**src/rtl/fp_mul_arbiter.sv**
```systemverilog
// Two-requester round-robin sequencer for a shared combinational fp_mul instance.
// Define FP_MUL_ARB_STICKY_FLAGS_EN to build the per-requester sticky ovrf/udrf flags.
module fp_mul_arbiter #(
  parameter int unsigned RM_W = 3
) (
  input  logic            clk,
  input  logic            rst,
  input  logic [1:0]      req_valid,
  output logic [1:0]      req_ready,
  input  logic [31:0]     req0_x,
  input  logic [31:0]     req0_y,
  input  logic [RM_W-1:0] req0_rm,
  input  logic [31:0]     req1_x,
  input  logic [31:0]     req1_y,
  input  logic [RM_W-1:0] req1_rm,
  output logic [31:0]     mul_x,
  output logic [31:0]     mul_y,
  output logic [RM_W-1:0] mul_rm,
  input  logic [31:0]     mul_z,
  input  logic            mul_ovrf,
  input  logic            mul_udrf,
  output logic            res_valid,
  input  logic            res_ready,
  output logic            res_id,
  output logic [31:0]     res_z,
  output logic            res_ovrf,
  output logic            res_udrf,
  output logic [1:0]      flag_ovrf,
  output logic [1:0]      flag_udrf,
  input  logic [1:0]      flag_clr
);

  localparam int unsigned DW     = 32;
  localparam int unsigned RM_MAX = 4;

  typedef enum logic [1:0] {IDLE, CALC, DONE} state_t;

  typedef struct packed {
    logic            id;
    logic [RM_W-1:0] rm;
    logic [DW-1:0]   x;
    logic [DW-1:0]   y;
  } op_t;

  state_t          r_state;
  state_t          w_state_nxt;
  logic            r_last;
  op_t             r_op;
  op_t             w_op_nxt;
  logic            w_win;
  logic            w_gate;
  logic            w_xfer;
  logic [RM_W-1:0] w_rm_sel;

  logic            r_res_valid;
  logic            r_res_id;
  logic [DW-1:0]   r_res_z;
  logic            r_res_ovrf;
  logic            r_res_udrf;

  // Round-robin pick: a lone requester wins, on contention the one not served last
  always_comb begin
    w_win = 1'b0;
    case (req_valid)
      2'b10:   w_win = 1'b1;
      2'b11:   w_win = ~r_last;
      default: w_win = 1'b0;
    endcase
  end

  // Operand capture with reserved rounding modes folded to RNE
  always_comb begin
    w_rm_sel      = w_win ? req1_rm : req0_rm;
    w_op_nxt.id   = w_win;
    w_op_nxt.x    = w_win ? req1_x : req0_x;
    w_op_nxt.y    = w_win ? req1_y : req0_y;
    w_op_nxt.rm   = (w_rm_sel > RM_W'(RM_MAX)) ? '0 : w_rm_sel;
  end

  always_comb begin
    w_state_nxt = r_state;
    w_gate      = 1'b0;
    req_ready   = 2'b00;
    w_xfer      = 1'b0;
    case (r_state)
      IDLE:    w_gate = 1'b1;
      DONE:    w_gate = res_ready;
      default: w_gate = 1'b0;
    endcase
    if (w_gate && !rst && (req_valid != 2'b00)) begin
      req_ready = w_win ? 2'b10 : 2'b01;
      w_xfer    = 1'b1;
    end
    case (r_state)
      IDLE: if (w_xfer) w_state_nxt = CALC;
      CALC: w_state_nxt = DONE;
      DONE: if (res_ready) w_state_nxt = w_xfer ? CALC : IDLE;
      default: w_state_nxt = IDLE;
    endcase
  end

  always_ff @(posedge clk) begin
    if (rst) begin
      r_state     <= IDLE;
      r_last      <= 1'b1;
      r_op        <= '0;
      r_res_valid <= 1'b0;
      r_res_id    <= 1'b0;
      r_res_z     <= '0;
      r_res_ovrf  <= 1'b0;
      r_res_udrf  <= 1'b0;
    end else begin
      r_state     <= w_state_nxt;
      r_res_valid <= (w_state_nxt == DONE);
      if (w_xfer) begin
        r_op   <= w_op_nxt;
        r_last <= w_win;
      end
      if (r_state == CALC) begin
        r_res_id   <= r_op.id;
        r_res_z    <= mul_z;
        r_res_ovrf <= mul_ovrf;
        r_res_udrf <= mul_udrf;
      end
    end
  end

  assign mul_x     = r_op.x;
  assign mul_y     = r_op.y;
  assign mul_rm    = r_op.rm;
  assign res_valid = r_res_valid;
  assign res_id    = r_res_id;
  assign res_z     = r_res_z;
  assign res_ovrf  = r_res_ovrf;
  assign res_udrf  = r_res_udrf;

`ifdef FP_MUL_ARB_STICKY_FLAGS_EN
  logic [1:0] r_flag_ovrf;
  logic [1:0] r_flag_udrf;
  logic [1:0] w_hs_sel;
  logic [1:0] w_set_ovrf;
  logic [1:0] w_set_udrf;

  // Set on an accepted result for its owner; set beats a same-cycle clear
  assign w_hs_sel   = (r_res_valid && res_ready) ? {r_res_id, ~r_res_id} : 2'b00;
  assign w_set_ovrf = w_hs_sel & {2{r_res_ovrf}};
  assign w_set_udrf = w_hs_sel & {2{r_res_udrf}};

  always_ff @(posedge clk) begin
    if (rst) begin
      r_flag_ovrf <= 2'b00;
      r_flag_udrf <= 2'b00;
    end else begin
      r_flag_ovrf <= (r_flag_ovrf & ~flag_clr) | w_set_ovrf;
      r_flag_udrf <= (r_flag_udrf & ~flag_clr) | w_set_udrf;
    end
  end

  assign flag_ovrf = r_flag_ovrf;
  assign flag_udrf = r_flag_udrf;
`else
  logic w_unused_flag_clr;

  assign w_unused_flag_clr = ^flag_clr;
  assign flag_ovrf         = 2'b00;
  assign flag_udrf         = 2'b00;
`endif

endmodule
```
**config.mk**
```make
export PLATFORM = sky130hd
export DESIGN_NAME = fp_mul_arbiter
export DESIGN_NICKNAME = d
export VERILOG_FILES = /design/src/rtl/fp_mul_arbiter.sv
export SDC_FILE = /design/constraint.sdc
export NUM_CORES = 1
export LEC_CHECK = 0
export CAP_MARGIN = 20
export CORE_MARGIN = 3
export CORE_UTILIZATION = 42
export DETAILED_ROUTE_END_ITERATION = 8
export PLACE_DENSITY_LB_ADDON = 0.3
export SYNTH_ARGS = -nofsm -noshare
export SYNTH_HDL_FRONTEND = slang
export SYNTH_SLANG_ARGS = --single-unit
```
**constraint.sdc**
```tcl
create_clock -name clk -period 3.2 [get_ports clk]
set_clock_uncertainty 0.15 [all_clocks]
set_input_delay 0.48 -clock clk [delete_from_list [all_inputs] [get_ports clk]]
set_output_delay 0.48 -clock clk [all_outputs]
set_load 0.1 [all_outputs]
```
# Word level (Yosys, flattened, before mapping)
# Cells that the tools add are included.
# Widths: inputs -> output; s select.
# classes
bitwise,1
eq_ne,5
n_mul,0
n_reduce_logical,5
mux,13
order_cmp,1
addsub,0
shifts,0
div_mod_pow,0
# op_table
cell,n
$mux 32,2
$eq 2x2->1 const B,4
$mux 2,4
$mux 3,2
$pmux 2 s3,1
$pmux 1 s2,2
$gt 3x3->1 const B,1
$eq 2x1->1 const B,1
$logic_and 1x1->1,2
$logic_not 2->1,1
$mux 1,2
$reduce_bool 2->1,1
$logic_not 1->1,1
$not 1->1,1
# totals
latch_bits,0
wordCells,36
output_inout_bits,109
rom_bits,0
memories,0
reg_bits,107
ram_bits,0

# Depth between registers and ports, before layout
# Gate-level depths: netlist (run 1).
# logic_depth
depth_word,9
mapped_depth,6
depth_no_buf,4

# Least setup slack after synthesis (run 1)
# Ideal clock, no wire load.
# synth_path
path_type,input -> output
startpoint,input req_valid[1]
endpoint,output req_ready[0]
t_required_ns,2.570
n_path_buf,3
t_arrival_ns,2.300
path_slack_ns,0.270
cell_stages,5
path_cell_list,a21boi_2 -> buf_6 -> buf_12 -> buf_8 -> nor2_1
# synth_via
elab_chain_len,4
word_cells_on_any_way,7
# synth_lines
element,line_no,source
"start, declared",8,"input logic [1:0] req_valid,"
$eq 2x2->1,64,case (req_valid)
$pmux 1 s2,64,
$mux 2,91,req_ready = w_win ? 2'b10 : 2'b01;
$mux 2 (*),90,if (w_gate && !rst && (req_valid != 2'b00)) begin
"end, declared",9,"output logic [1:0] req_ready,"
# Every way passes the cells marked *; elsewhere a longest branch is shown, timed or not.

# Worst setup path in the final report (run 1)
# layout_path
startpoint,input req_valid[0]
endpoint,output req_ready[1]
# Same word-level chain as after synthesis.

==> results of run 1 <==
==> cell usage after synthesis (all sizes together) <==
cell type	instances
mux2i	66
conb	1
and2	1
a31oi	58
nor2	4
nand3	3
o21a	1
a21oi	42
o211a	1
a41o	1
nor2b	2
o21ba	1
o21bai	1
a211oi	64
dfxtp	107
nand2b	2
nand2	72
clkbuf	26
o32ai	2
inv	2
buf	98
a21boi	1
o21ai	2
mux2	1
==> logic make-up (layout without fill, tap and decap cells) <==
kind of cell | count (synthesis) | count (layout) | share of synthesized area
multiplexers | 67 | 67 | 0.130
AO/OA/AOI/OAI | 174 | 174 | 0.227
other | 1 | 4 | 0.000725
AND/OR/NAND/NOR | 84 | 84 | 0.0641
flip-flops | 107 | 107 | 0.414
buffers and inverters | 126 | 304 | 0.164
==> state kept, by name (all words and copies together), names as in the netlist <==
| signal | count |
|---|---|
| r_op | 1 |
| mul_rm | 3 |
| res_ovrf | 1 |
| res_id | 1 |
| res_z | 32 |
| r_state | 2 |
| res_udrf | 1 |
| mul_x | 32 |
| r_last | 1 |
| res_valid | 1 |
| mul_y | 32 |
==> worst register-to-register path, cell delays in order, from the launching register on <==
cell and delay, ns:
dfxtp_1 0.34, o21ba_2 0.25, nand3_1 0.16, inv_2 0.09, buf_4 0.53, a211oi_1 0.25
==> power groups by stage <==
| stage | clock network (mW) | logic (mW) | registers, mW |
|---|---|---|---|
| final | 1.20 | 1.62 | 1.50 |
| after global routing | 1.27 | 1.69 | 1.52 |
| after CTS | 1.23 | 1.63 | 1.50 |
| after detailed placement | 0 | 1.63 | 1.53 |
| after global placement | 0 | 1.61 | 1.53 |
| after floorplan | 0 | 1.09 | 1.72 |
==> final cells by class <==
| type | count | area share |
|---|---|---|
| Timing Repair Buffer | 286 | 0.350 |
| Clock buffer | 10 | 0.0320 |
| Inverter | 2 | 0.00100 |
| Multi-Input combinational cell | 329 | 0.295 |
| Sequential cell | 107 | 0.287 |
| Clock inverter | 6 | 0.0117 |
| Tap cell | 143 | 0.0239 |
==> routing by layer <==
| metal | share of wire | vias to the layer above | wire, um |
|---|---|---|---|
| met1 | 0.39 | 2176 | 5930 |
| met3 | 0.085 | 21 | 1300 |
| met2 | 0.51 | 193 | 7730 |
| met5 | 0 | - | 0 |
| li1 | - | 2295 | - |
| met4 | 0.019 | 0 | 297 |
==> path summary, 6_finish.rpt <==
path                start            to  slack [ns]  depth (start not counted)
max          req_valid[0]  req_ready[1]        0.76                          6
min             res_z[15]     res_z[15]        0.30                          2
max reg2reg    r_state[0]     mul_y[17]        1.26                          5
min reg2reg     res_z[15]     res_z[15]        0.30                          2
==> flow_summary.ini, run 1 <==
[global_route]
grtUsageTotal = 0.208
grt_pass1_wl_um = 22700
grt_max_degree = 103
grt_util_met2 = 0.372
antenna_found_initial = 0
grt_pass1_vias = 4542
grt.met1_usage = 0.240
grtUsageMet3 = 0.0535
top_usage_layer = met2
grt-ovfl-total = 0

[die]
pin_count = 284
die-area_sq_mm = 0.0137
start_util = 0.442
die_w_um = 117
num_rows = 39
core_sq_mm = 0.0117
die_h_um = 117

[placed_design]
placed_area_sq_mm = 0.00714
dpl_worst_slack_ns = 0.648
dpl.hpwl_um = 10900
dp_cells = 867
place_congestion = 0.765
io_buffers = 277

[final_layout]
layout_commonest_cell = clkdlybuf4s50_1
multiInputGateArea_sq_mm = 0.00220
stdcell_area_sq_mm = 0.00747
final_cell_mix = clkdlybuf4s50_1, buf_4, dfxtp_1
finalNetCount = 910
finalNonFillerCells = 883
antenna_cells = 0
final_core_util = 0.638
layout-drive-gt1-share = 0.196
seq_area_sq_mm = 0.00214
syn_to_final_growth_pct = 44.4
nFillCells = 939

[power_and_ir_drop]
power.share.switching = 0.391
pwr-share-comb = 0.375
switchingPower_mw = 1.69
p_int_mw = 2.63
p_leak_nw = 2.97
powerDensity_mw_per_mm2 = 579
total_power_mw = 4.32
seqPwrFrac = 0.348
power_frac_clock = 0.277
max-vdd-ir-drop_mv = 0.302

[drt]
routed_wl_um = 15300
drc = 0
dr.pass1.iters = 4
dr.first_iter.drc_count = 356
avgViaCountPerCell = 5.31
vias = 4685
antenna_left = 0
wl_per_cell_um = 17.3

[cts]
clk_pin_slew_worst_paths_ns = 0.07
numCtsBuffers = 9
clk_path_buf_depth = 2
htreeDepth = 3
cts_sinks = 107
post_cts_resized = 0
cts_setup_buffers = 0
cts-root-buf = clkbuf_16
clk_latency_ns = 0.34
ctsHoldBuffers = 0
cts_tree = built

[synth]
ys_types = 29
yosys-top-cells-area = dfxtp_1, mux2i_1, buf_4
synth-seq-area-share = 0.414
avgSynthCellArea_sq_um = 9.25
synthCells = 559
yosys.area.top_type = dfxtp_1
syn_area_sq_mm = 0.00517
yosysWarningCount = 0
synth_top_area_frac = 0.414
ys_ff_latch = 107

[sta]
finalSetupViolations = 0
fin_tns_setup_ns = 0
max_freq_ghz = 0.411
post-route-period-util = 0.761
slew_headroom = 0.256
final.min_clock_period_ns = 2.44
rsz0062_at_grt = false
worst_pin_slew_ns = 1.12
slew_violations = 0
setup_ws_ns = 0.765
finalHoldViolCount = 0
holdWs_ns = 0.305

[setup_path]
cp_data_arrival_time_ns = 1.81
crit_chain = clkdlybuf4s50_1 -> o21ba_2 -> nand3_1 -> inv_2 -> and2_1 -> buf_12
slowest_delay_ns = 0.55
cp-end-kind = output port
cp-start-kind = input port
cp_slowest_cell = clkdlybuf4s50_1
critPathMaxFanout = 4
setup.worst_path.class = input port to output port
crit_family = buffers and inverters
required_ns = 2.57
path_buf_inv = 3

[outcome]
status = finished, final reports clean

[flow_run]
drv_cap = 0

[worst_hold_path]
worstHoldPathType = flop to flop
(Power assumes the default switching activity.)
==> run 2, diff against run 1 <==
CORE_UTILIZATION = 35   (was 42)
clock period = 1.95 ns   (was 3.2 ns; I/O delays follow)
==> flow_summary.ini, run 2 (synthesis results as in run 1) <==
[power_and_ir_drop]
p_leak_nw = 3.19
max-vdd-ir-drop_mv = 0.536
powerDensity_mw_per_mm2 = 920
total_power_mw = 7.36

[flow_run]
drv_cap = 0

[cts]
cts_sinks = 107
numCtsBuffers = 9
clk_path_buf_depth = 2
clk_latency_ns = 0.34
htreeDepth = 3
clk_pin_slew_worst_paths_ns = 0.07
cts_tree = built
ctsHoldBuffers = 0
cts-root-buf = clkbuf_16

[setup_path]
cp-startpoint = res_ready
rrSetupSlack_ns = 0.31
slowest_delay_ns = 0.48
cp_slowest_cell = clkdlybuf4s50_1
cp_data_arrival_time_ns = 1.45
reg2reg_depth = 5
cp-end-kind = output port
crit_family = buffers and inverters
worst_r2r_startpoint = r_last
setup.worst_path.class = input port to output port
cp.depth = 6
path_buf_inv = 3
crit_end = req_ready[0]
critPathMaxFanout = 3
rr_endpoint = mul_rm[0]
cp-start-kind = input port
required_ns = 1.51
crit_chain = clkdlybuf4s50_1 -> nand2b_4 -> nand3_2 -> buf_4 -> nor2_4 -> buf_12

[die]
die_w_um = 128
start_util = 0.366
die-area_sq_mm = 0.0163
num_rows = 43
pin_count = 284
die_h_um = 128
core_sq_mm = 0.0141

[sta]
post-route-period-util = 0.972
max_freq_ghz = 0.528
finalSetupViolations = 0
slew_violations = 0
finalHoldViolCount = 0
final.min_clock_period_ns = 1.90
setup_ws_ns = 0.0548
holdWs_ns = 0.306

[final_layout]
antenna_cells = 0
multiInputGateArea_sq_mm = 0.00223
final_cell_mix = clkdlybuf4s50_1, buf_4, dfxtp_1
layout-drive-gt1-share = 0.227
nFillCells = 1238
syn_to_final_growth_pct = 54.6
stdcell_area_sq_mm = 0.00800
final_core_util = 0.565
seq_area_sq_mm = 0.00214
layout_commonest_cell = clkdlybuf4s50_1
finalNetCount = 935

[placed_design]
io_buffers = 277
place_congestion = 0.780
dpl.hpwl_um = 12000
placed_area_sq_mm = 0.00758
dpl_worst_slack_ns = -0.156

[global_route]
grt_pass1_wl_um = 25500
grtUsageTotal = 0.195
grt-ovfl-total = 0
grt_max_degree = 103
grt_pass1_vias = 4922
antenna_found_initial = 0

[worst_hold_path]
hp-start = res_udrf
worstHoldPathType = flop to flop

[drt]
wl_per_cell_um = 17.4
dr.first_iter.drc_count = 180
dr.pass1.iters = 4
avgViaCountPerCell = 5.15
antenna_left = 0
vias = 4867
drc = 0
routed_wl_um = 16400

[outcome]
status = finished, final reports clean
[run 2: cell count changes in the layout (fill, tap and decap cells not counted), sizes merged]
cell	delta
clkinv	-2
dlygate4sd2	+2
clkdlybuf4s50	-2
inv	+2
buf	+24
bufbuf	+1
[run 2: through the flow]
| step | setup TNS, ns | instances |
|---|---|---|
| after global routing | -0.00353 | 945 |
| after floorplan | -0.143 | 562 |
| after global placement | -2.63 | 924 |
| after detailed placement | -5.10 | 924 |
| after CTS | 0 | 943 |
| final | 0 | 945 |
[run 2: routing by layer]
metal	share of wire	vias up	track usage	wire length, um
li1	-	2343	-	-
met1	0.40	2287	0.230	6560
met2	0.49	215	0.334	8080
met3	0.093	22	0.0656	1530
met4	0.016	0	0.0599	259
met5	0	-	0	0
[run 2: layout make-up]
type	count	area share
repair buffers	311	0.383
multi-input cells	329	0.279
flip-flops and latches	107	0.268
clock buffers	10	0.0299
well taps	180	0.0282
clock inverters	6	0.0117
inverters	2	0.000939
[run 2: worst min-delay path: cells and delay by family (launching register included)]
family / cells / cell delay, ns
compound gates: 1 / 0.05
flops: 1 / 0.31
simple gates: 1 / 0.05
[run 2: worst min path at each step]
stage                      endpoint  cells after the start
after global routing      res_z[11]                      3
after global placement     res_udrf                      2
after CTS                    r_last                      4
after floorplan              res_id                      2
final                      res_udrf                      2
after detailed placement   res_udrf                      2
[run 2: what timing repair did]
action | 4_1_cts | 5_1_grt
endpoints found under the setup margin | 2 | 2
resized for setup | 3 | 4
gates cloned | 1 | 0
pin swaps | 0 | 1
setup buffers | 2 | 2
[run 2: report_power, final]
part / switching [mW] / total (mW) / internal [mW]
clock: 0.853 / 2.03 / 1.18
combinational: 1.91 / 2.84 / 0.939
sequential: 0.112 / 2.48 / 2.37
total: 2.87 / 7.36 / 4.48
